[config.mk]
export PLATFORM = sky130hd
export DESIGN_NAME = special_split_sync_flat
export DESIGN_NICKNAME = d
export VERILOG_FILES = /design/src/rtl/special_split_sync_if.sv /design/src/rtl/special_split_sync.sv /design/src/flat_wrapper.sv
export SDC_FILE = /design/constraint.sdc
export NUM_CORES = 1
export LEC_CHECK = 0
export ABC_AREA = 1
export ABC_CLOCK_PERIOD_IN_PS = 800
export BUFFER_PORTS_ARGS = -buffer_cell sky130_fd_sc_hd__clkbuf_2
export CAP_MARGIN = 10
export CORE_AREA = 2 2 39 41
export CTS_CLUSTER_SIZE = 8
export DETAILED_ROUTE_END_ITERATION = 7
export DIE_AREA = 0 0 41 43
export HOLD_SLACK_MARGIN = 0.05
export PLACE_DENSITY = 0.52
export SYNTH_ARGS = -nofsm -noshare
export SYNTH_HDL_FRONTEND = slang
export SYNTH_SLANG_ARGS = --single-unit
[constraint.sdc]
create_clock -name clk -period 0.8 [get_ports clk]
set_input_delay 0.12 -clock clk [delete_from_list [all_inputs] [get_ports clk]]
set_output_delay 0.12 -clock clk [all_outputs]
set_load 0.02 [all_outputs]
[src/rtl/special_split_sync_if.sv]
// Valid/ready token channel shared by the splitter's input and both outputs.
// The master drives valid/data; the slave drives ready.
interface special_split_sync_if #(
  parameter int WIDTH = 1
);
  logic             valid;
  logic             ready;
  logic [WIDTH-1:0] data;

  modport master (
    output valid,
    output data,
    input  ready
  );

  modport slave (
    input  valid,
    input  data,
    output ready
  );
endinterface

[src/rtl/special_split_sync.sv]
// Two-output NoC token splitter: one input buffer, one buffer per output.
// The token's select bit picks the output; the token is forwarded unchanged.
module special_split_sync #(
  parameter int WIDTH   = 1,
  parameter int SEL_BIT = 0
) (
  input  logic clk,
  input  logic reset,
  special_split_sync_if.slave  in_ch,
  special_split_sync_if.master out0,
  special_split_sync_if.master out1
);

  typedef struct packed {
    logic             full;
    logic [WIDTH-1:0] data;
  } buf_t;

  buf_t in_buf;
  buf_t out0_buf;
  buf_t out1_buf;

  logic target;
  logic out0_fire;
  logic out1_fire;
  logic route_fire;
  logic in_fire;
  logic load0;
  logic load1;

  assign target    = in_buf.data[SEL_BIT];
  assign out0_fire = out0_buf.full && out0.ready;
  assign out1_fire = out1_buf.full && out1.ready;

  // A full output buffer still accepts if it drains on the same edge.
  assign route_fire = in_buf.full &&
    (target ? (!out1_buf.full || out1_fire)
            : (!out0_buf.full || out0_fire));

  assign in_ch.ready = !in_buf.full || route_fire;
  assign in_fire     = in_ch.valid && in_ch.ready;
  assign load0       = route_fire && !target;
  assign load1       = route_fire && target;

  assign out0.valid = out0_buf.full;
  assign out0.data  = out0_buf.data;
  assign out1.valid = out1_buf.full;
  assign out1.data  = out1_buf.data;

  always_ff @(posedge clk or posedge reset) begin
    if (reset) begin
      in_buf   <= '0;
      out0_buf <= '0;
      out1_buf <= '0;
    end else begin
      if (in_fire) begin
        in_buf <= {1'b1, in_ch.data};
      end else if (route_fire) begin
        in_buf.full <= 1'b0;
      end

      if (load0) begin
        out0_buf <= {1'b1, in_buf.data};
      end else if (out0_fire) begin
        out0_buf.full <= 1'b0;
      end

      if (load1) begin
        out1_buf <= {1'b1, in_buf.data};
      end else if (out1_fire) begin
        out1_buf.full <= 1'b0;
      end
    end
  end

endmodule

[src/flat_wrapper.sv]
// flat-port wrapper written by rule: the top's interface ports become plain ports
module special_split_sync_flat 
#(
  parameter int WIDTH   = 1,
  parameter int SEL_BIT = 0
)
  (clk, reset, in_ch_valid, in_ch_data, in_ch_ready, out0_valid, out0_data, out0_ready, out1_valid, out1_data, out1_ready);
  special_split_sync_if #(.WIDTH(WIDTH)) in_ch_i ();
  special_split_sync_if #(.WIDTH(WIDTH)) out0_i ();
  special_split_sync_if #(.WIDTH(WIDTH)) out1_i ();
  input  logic clk;
  input  logic reset;
  input wire logic [$bits(in_ch_i.valid)-1:0] in_ch_valid;
  input wire logic [$bits(in_ch_i.data)-1:0] in_ch_data;
  output wire logic [$bits(in_ch_i.ready)-1:0] in_ch_ready;
  output wire logic [$bits(out0_i.valid)-1:0] out0_valid;
  output wire logic [$bits(out0_i.data)-1:0] out0_data;
  input wire logic [$bits(out0_i.ready)-1:0] out0_ready;
  output wire logic [$bits(out1_i.valid)-1:0] out1_valid;
  output wire logic [$bits(out1_i.data)-1:0] out1_data;
  input wire logic [$bits(out1_i.ready)-1:0] out1_ready;
  assign in_ch_i.valid = in_ch_valid;
  assign in_ch_i.data = in_ch_data;
  assign in_ch_ready = in_ch_i.ready;
  assign out0_valid = out0_i.valid;
  assign out0_data = out0_i.data;
  assign out0_i.ready = out0_ready;
  assign out1_valid = out1_i.valid;
  assign out1_data = out1_i.data;
  assign out1_i.ready = out1_ready;
  special_split_sync #(.WIDTH(WIDTH), .SEL_BIT(SEL_BIT)) u_core (.clk(clk), .reset(reset), .in_ch(in_ch_i), .out0(out0_i), .out1(out1_i));
endmodule
Yosys cells after proc, flatten, opt, wreduce, memory -nomap -nowiden

Index checks and enable logic that the tools add are counted.

Bits in writable memories: 0
Memories kept: 0
Bits in registers: 6
Input bits: 6
Output and inout bits: 5
Bits in read-only memories: 0
Latch bits: 0

Order comparisons: 0
Multiplexer cells: 7
Shift-type cells: 0
Div/mod/pow operators: 0
Reduce and logical (&&, ||, !) cells: 16
Bitwise gates (word level): 0
Multipliers: 0
Equal/unequal tests: 0
$add $sub $neg: 0

Operator list:

| cell              | count |
|---|---|
| $mux 1            | 7 |
| $logic_and 1x1->1 | 6 |
| $reduce_bool 2->1 | 3 |
| $logic_not 1->1   | 4 |
| $logic_or 1x1->1  | 3 |

Logic depth before layout (Yosys ltp)

Depth after elaboration: 7
Depth in mapped cells: 7
Depth with buffers taken out: 7

Least setup slack after synthesis

OpenSTA, ideal clock, no wires.

Path type: register to register
From: register u_core.out1_buf, in the netlist u_core.out1.valid
To: register u_core.in_buf, in the netlist u_core.target
Buffers on the path: 0
Arrival: 0.916 ns
Setup slack: -0.233 ns
Stages on the path, launching flop included: 7
Setup time: 0.117 ns
Clock period less this slack: 1.033 ns
Path through: dfrtp_1 nand2_1 nand2_1 nand3_4 nand2_2 nand2_1 nand2_1

Longest elaborated chain between the ends: 6
Elaborated cells between the ends (all ways): 7
Those cells by class: mux (1); reduce/logical (6)

Ends and longest elaborated chain:

| element                                                     | line                                               | source |
|---|---|---|
| from (decl)                                                 | special_split_sync.sv:21                           | `buf_t out1_buf;` |
| from (signal assigned)                                      | special_split_sync.sv:69                           | `out1_buf <= {1'b1, in_buf.data};` |
| $logic_not 1->1 / $logic_and 1x1->1 (equally long branches) | special_split_sync.sv:37, special_split_sync.sv:33 |  |
| $logic_or 1x1->1 *                                          | special_split_sync.sv:37                           | `(target ? (!out1_buf.full \|\| out1_fire)` |
| $mux 1 *                                                    | special_split_sync.sv:37                           |  |
| $logic_and 1x1->1 *                                         | special_split_sync.sv:36                           | `assign route_fire = in_buf.full &&` |
| $logic_or 1x1->1 *                                          | special_split_sync.sv:40                           | `assign in_ch.ready = !in_buf.full \|\| route_fire;` |
| net in_ch_ready                                             | flat_wrapper.sv:15                                 | `output wire logic [$bits(in_ch_i.ready)-1:0] in_ch_ready;` |
| $logic_and 1x1->1 *                                         | special_split_sync.sv:41                           | `assign in_fire = in_ch.valid && in_ch.ready;` |
| to (signal assigned)                                        | special_split_sync.sv:57                           | `in_buf <= {1'b1, in_ch.data};` |
| to (decl)                                                   | special_split_sync.sv:19                           | `buf_t in_buf;` |

The timed path passes the listed nets; every way through them passes the cells marked *.
A chain may end at the register's enable or synchronous reset.

Worst setup path in the final report

From: register u_core.in_buf, in the netlist u_core.target
To: output in_ch_ready

Longest elaborated chain between the ends: 3

Ends and longest elaborated chain:

| element           | line |
|---|---|
| $mux 1            | special_split_sync.sv:37 |
| $logic_and 1x1->1 | special_split_sync.sv:36 |
| $logic_or 1x1->1  | special_split_sync.sv:40 |
| to (decl)         | flat_wrapper.sv:15 |

Every way passes these cells.

==> metrics.md <==
| Metric | Value |
|---|---|
| WP data arrival | slightly above 1000 ps |
| Crit path cell chain | inv_1 -> nand2_2 -> nand3_4 -> buf_8 |
| Final net count | 60 |
| Worst hold start | in_ch_data |
| Mapped Nets | 34 |
| Overall Power | 1.68 mW |
| Top Ports | 11 |
| Total CTS buffers | 3 |
| Sequential share of the synthesized area | 58.5% |
| CP startpoint | u_core.target |
| First-pass GRT wire length | approximately 850 µm |
| Overflow left after global routing | 0 |
| Hold Path Cell Cnt | 3 |
| Max Clock Skew | 0.364 ps |
| Via Count | 255 |
| Slew HR | 84.5% |
| Yosys cell types | 8 |
| Unrepaired setup endpoints after global routing | yes |
| Hold Vio Cnt, Final | 0 |
| Clock Latency Late Sink | 250 ps |
| Slew @ Worst Pin | 232 ps |
| Reg-to-reg slack, setup | -310 ps |
| Hold Crit Class | in -> reg |
| Setup crit start kind | flip-flop |
| Starting Density | 18.5% |
| Clock transition at path regs | 50 ps |
| Remaining antenna violation count | 0 |
| Max Cap Viol | 0 |
| Avg Vias per Cell | 3.75 |
| WS Path Type | reg -> out |
| Most frequent cells in the layout | buf_4 (7), inv_1 (6), nand2_1 (5), clkbuf_2 (5), buf_6 (5) |
| Crit share post-route | 143% |
| Hold EP | u_core.target |
| Detailed placement HPWL | 360 µm |
| Worst stage delay on the critical path | about 400 ps |
| CP required | 680 ps |
| Final Max Tran Viols | 0 |
| WL final | 616 µm |
| Worst IR Drop VDD | 0.00117 V |
| Status | finished, violations left |
| Buffers on Ports | 10 |
| R2R depth | 7 |
| Cell Rows | 14 |
| Layout cell share with drive strength beyond 1 | 65.4% |
| Mapped Cells | 28 |
| Die ar. | about 1800 µm² |
| Longest Clk Path Bufs | 2 |
| Clock tree root driver cell | clkbuf_4 |
| Critical Path Fanout Max | 4 |
| FF+latch count, synth | 6 |
| Dpl cell area | 352 µm² |
| Final worst slack | -341 ps |
| Total Routing Usage GR | under 10% |
| Reg2Reg Capture Point | u_core.target |
| # DRC | 0 |
| Slowest-stage cell, CP | dfrtp_1 |
| Die height | 43 µm |
| Largest net degree at the start of global routing | 7 |
| Die X | 41 µm |
| Clk sinks | 6 |
| P&R area growth vs syn | 99.5% |
| Most common cell after layout, fill and taps aside | buf_4 |
| P_leak | roughly 0.28 nW |
| First-pass iteration count of the detailed router | 1 |
| # diodes | 0 |
| Minimum clock period | roughly 1100 ps |
| Power Density | 3290 nW/µm² |
| Syn Area/Cell | roughly 9.2 µm² |
| # fillers | between 150 and 200 |
| 1st-iter DRT viols | 0 |
| Max H-tree Level | 1 |
| CTS tree | done |
| Routability cong. | between 0.6 and 0.7 |
| Vias in the first global route | 223 |
| Reg2reg start | u_core.target |
| Top achievable clock speed | approximately 880 MHz |
| Post-DR wirelength/cell | 9.06 µm |
| Post-route cell area | 512 µm² |
| Setup violators final | 10 |
| Area of the core | roughly 1400 µm² |
| CP Capture Type | output pin |
| Initial antenna violation count | 0 |
| Synthesized cell area | 256 µm² |
| Failing checks | setup timing |
| Yosys warns | 0 |
==> cells in the mapped netlist <==
library cell / number / share of area [%]
dfrtp_1: 6 / 59
inv_2: 1 / 1.5
nand2_2: 2 / 4.9
inv_1: 6 / 8.8
nand2_1: 8 / 12
nand3_4: 1 / 6.8
nand3_1: 2 / 3.9
o21ai_0: 2 / 3.9
==> final cells by class <==
| cell class | count | area, µm² | share of cell area (%) |
|---|---|---|---|
| clock buffers | 3 | 22.5 | 4.40 |
| inverters | 7 | 26.3 | 5.13 |
| multi-input cells | 15 | 101 | 19.8 |
| flip-flops and latches | 6 | 153 | 29.8 |
| well taps | 16 | 20.0 | 3.91 |
| repair buffers | 21 | 189 | 36.9 |
==> sequential cells by signal (all words and copies together) (netlist names) <==
signal,count
u_core.in_buf,1
u_core.out0.data,1
u_core.out0.valid,1
u_core.out1.data,1
u_core.out1.valid,1
u_core.target,1
==> worst max path at each step <==
stage | end | slack [ps] | depth (start not counted)
after floorplan | u_core.target | -160 | 6
after global placement | in_ch_ready | -140 | 4
after detailed placement | in_ch_ready | -140 | 4
after CTS | in_ch_ready | -330 | 4
after global routing | in_ch_ready | -420 | 4
final | in_ch_ready | -340 | 4
==> kinds of logic (layout without fill, tap and decap cells) <==
family / count (synthesis) / after routing / synth area share (%)
simple gates: 13 / 13 / 27.3
flops: 6 / 6 / 58.5
buf+inv: 7 / 31 / 10.2
compound gates: 2 / 2 / 3.90
==> metrics by stage <==
stage / cells / worst slack, ps / util [%] / hold slack (ps) / setup TNS, ps
CTS: 64 / -331 / 31.8 / 101 / -1430
global route: 68 / -418 / 37.0 / 138 / -2260
floorplan: 28 / -157 / - / -89.2 / -345
detailed placement: 56 / -138 / 25.4 / 27.4 / -393
finish: 68 / -341 / 37.0 / 112 / -1720
global placement: 56 / -145 / 25.4 / 26.8 / -431
==> critical path: cells and delay by family, from the launching register on <==
family                 cells  cell delay (ps)
DFF                        1              400
and+or+nand+nor            2              170
buffers and inverters      2              200
==> what timing repair did <==
item | 4_1_cts | 5_1_grt
pin swaps | 2 | 2
endpoints found under the setup margin | 8 | 10
resized for setup | 4 | 16
hold buffers | 1 | 0
setup buffers | 4 | 4
hold endpoints to repair | 6 | 0
==> routing by layer <==
layer,up-vias,global-route usage (%),share of wire (%)
met5,-,0,0
met2,11,10.3,52
met4,0,6.00,2.8
met3,2,3.14,8.8
li1,130,-,-
met1,112,8.82,36
==> where the power goes <==
group          switching, mW  total, mW  internal [mW]
sequential            0.0904      0.495          0.405
clock                  0.120      0.291          0.170
combinational          0.373      0.898          0.526
total                  0.583       1.68           1.10
(Power assumes the default switching activity.)
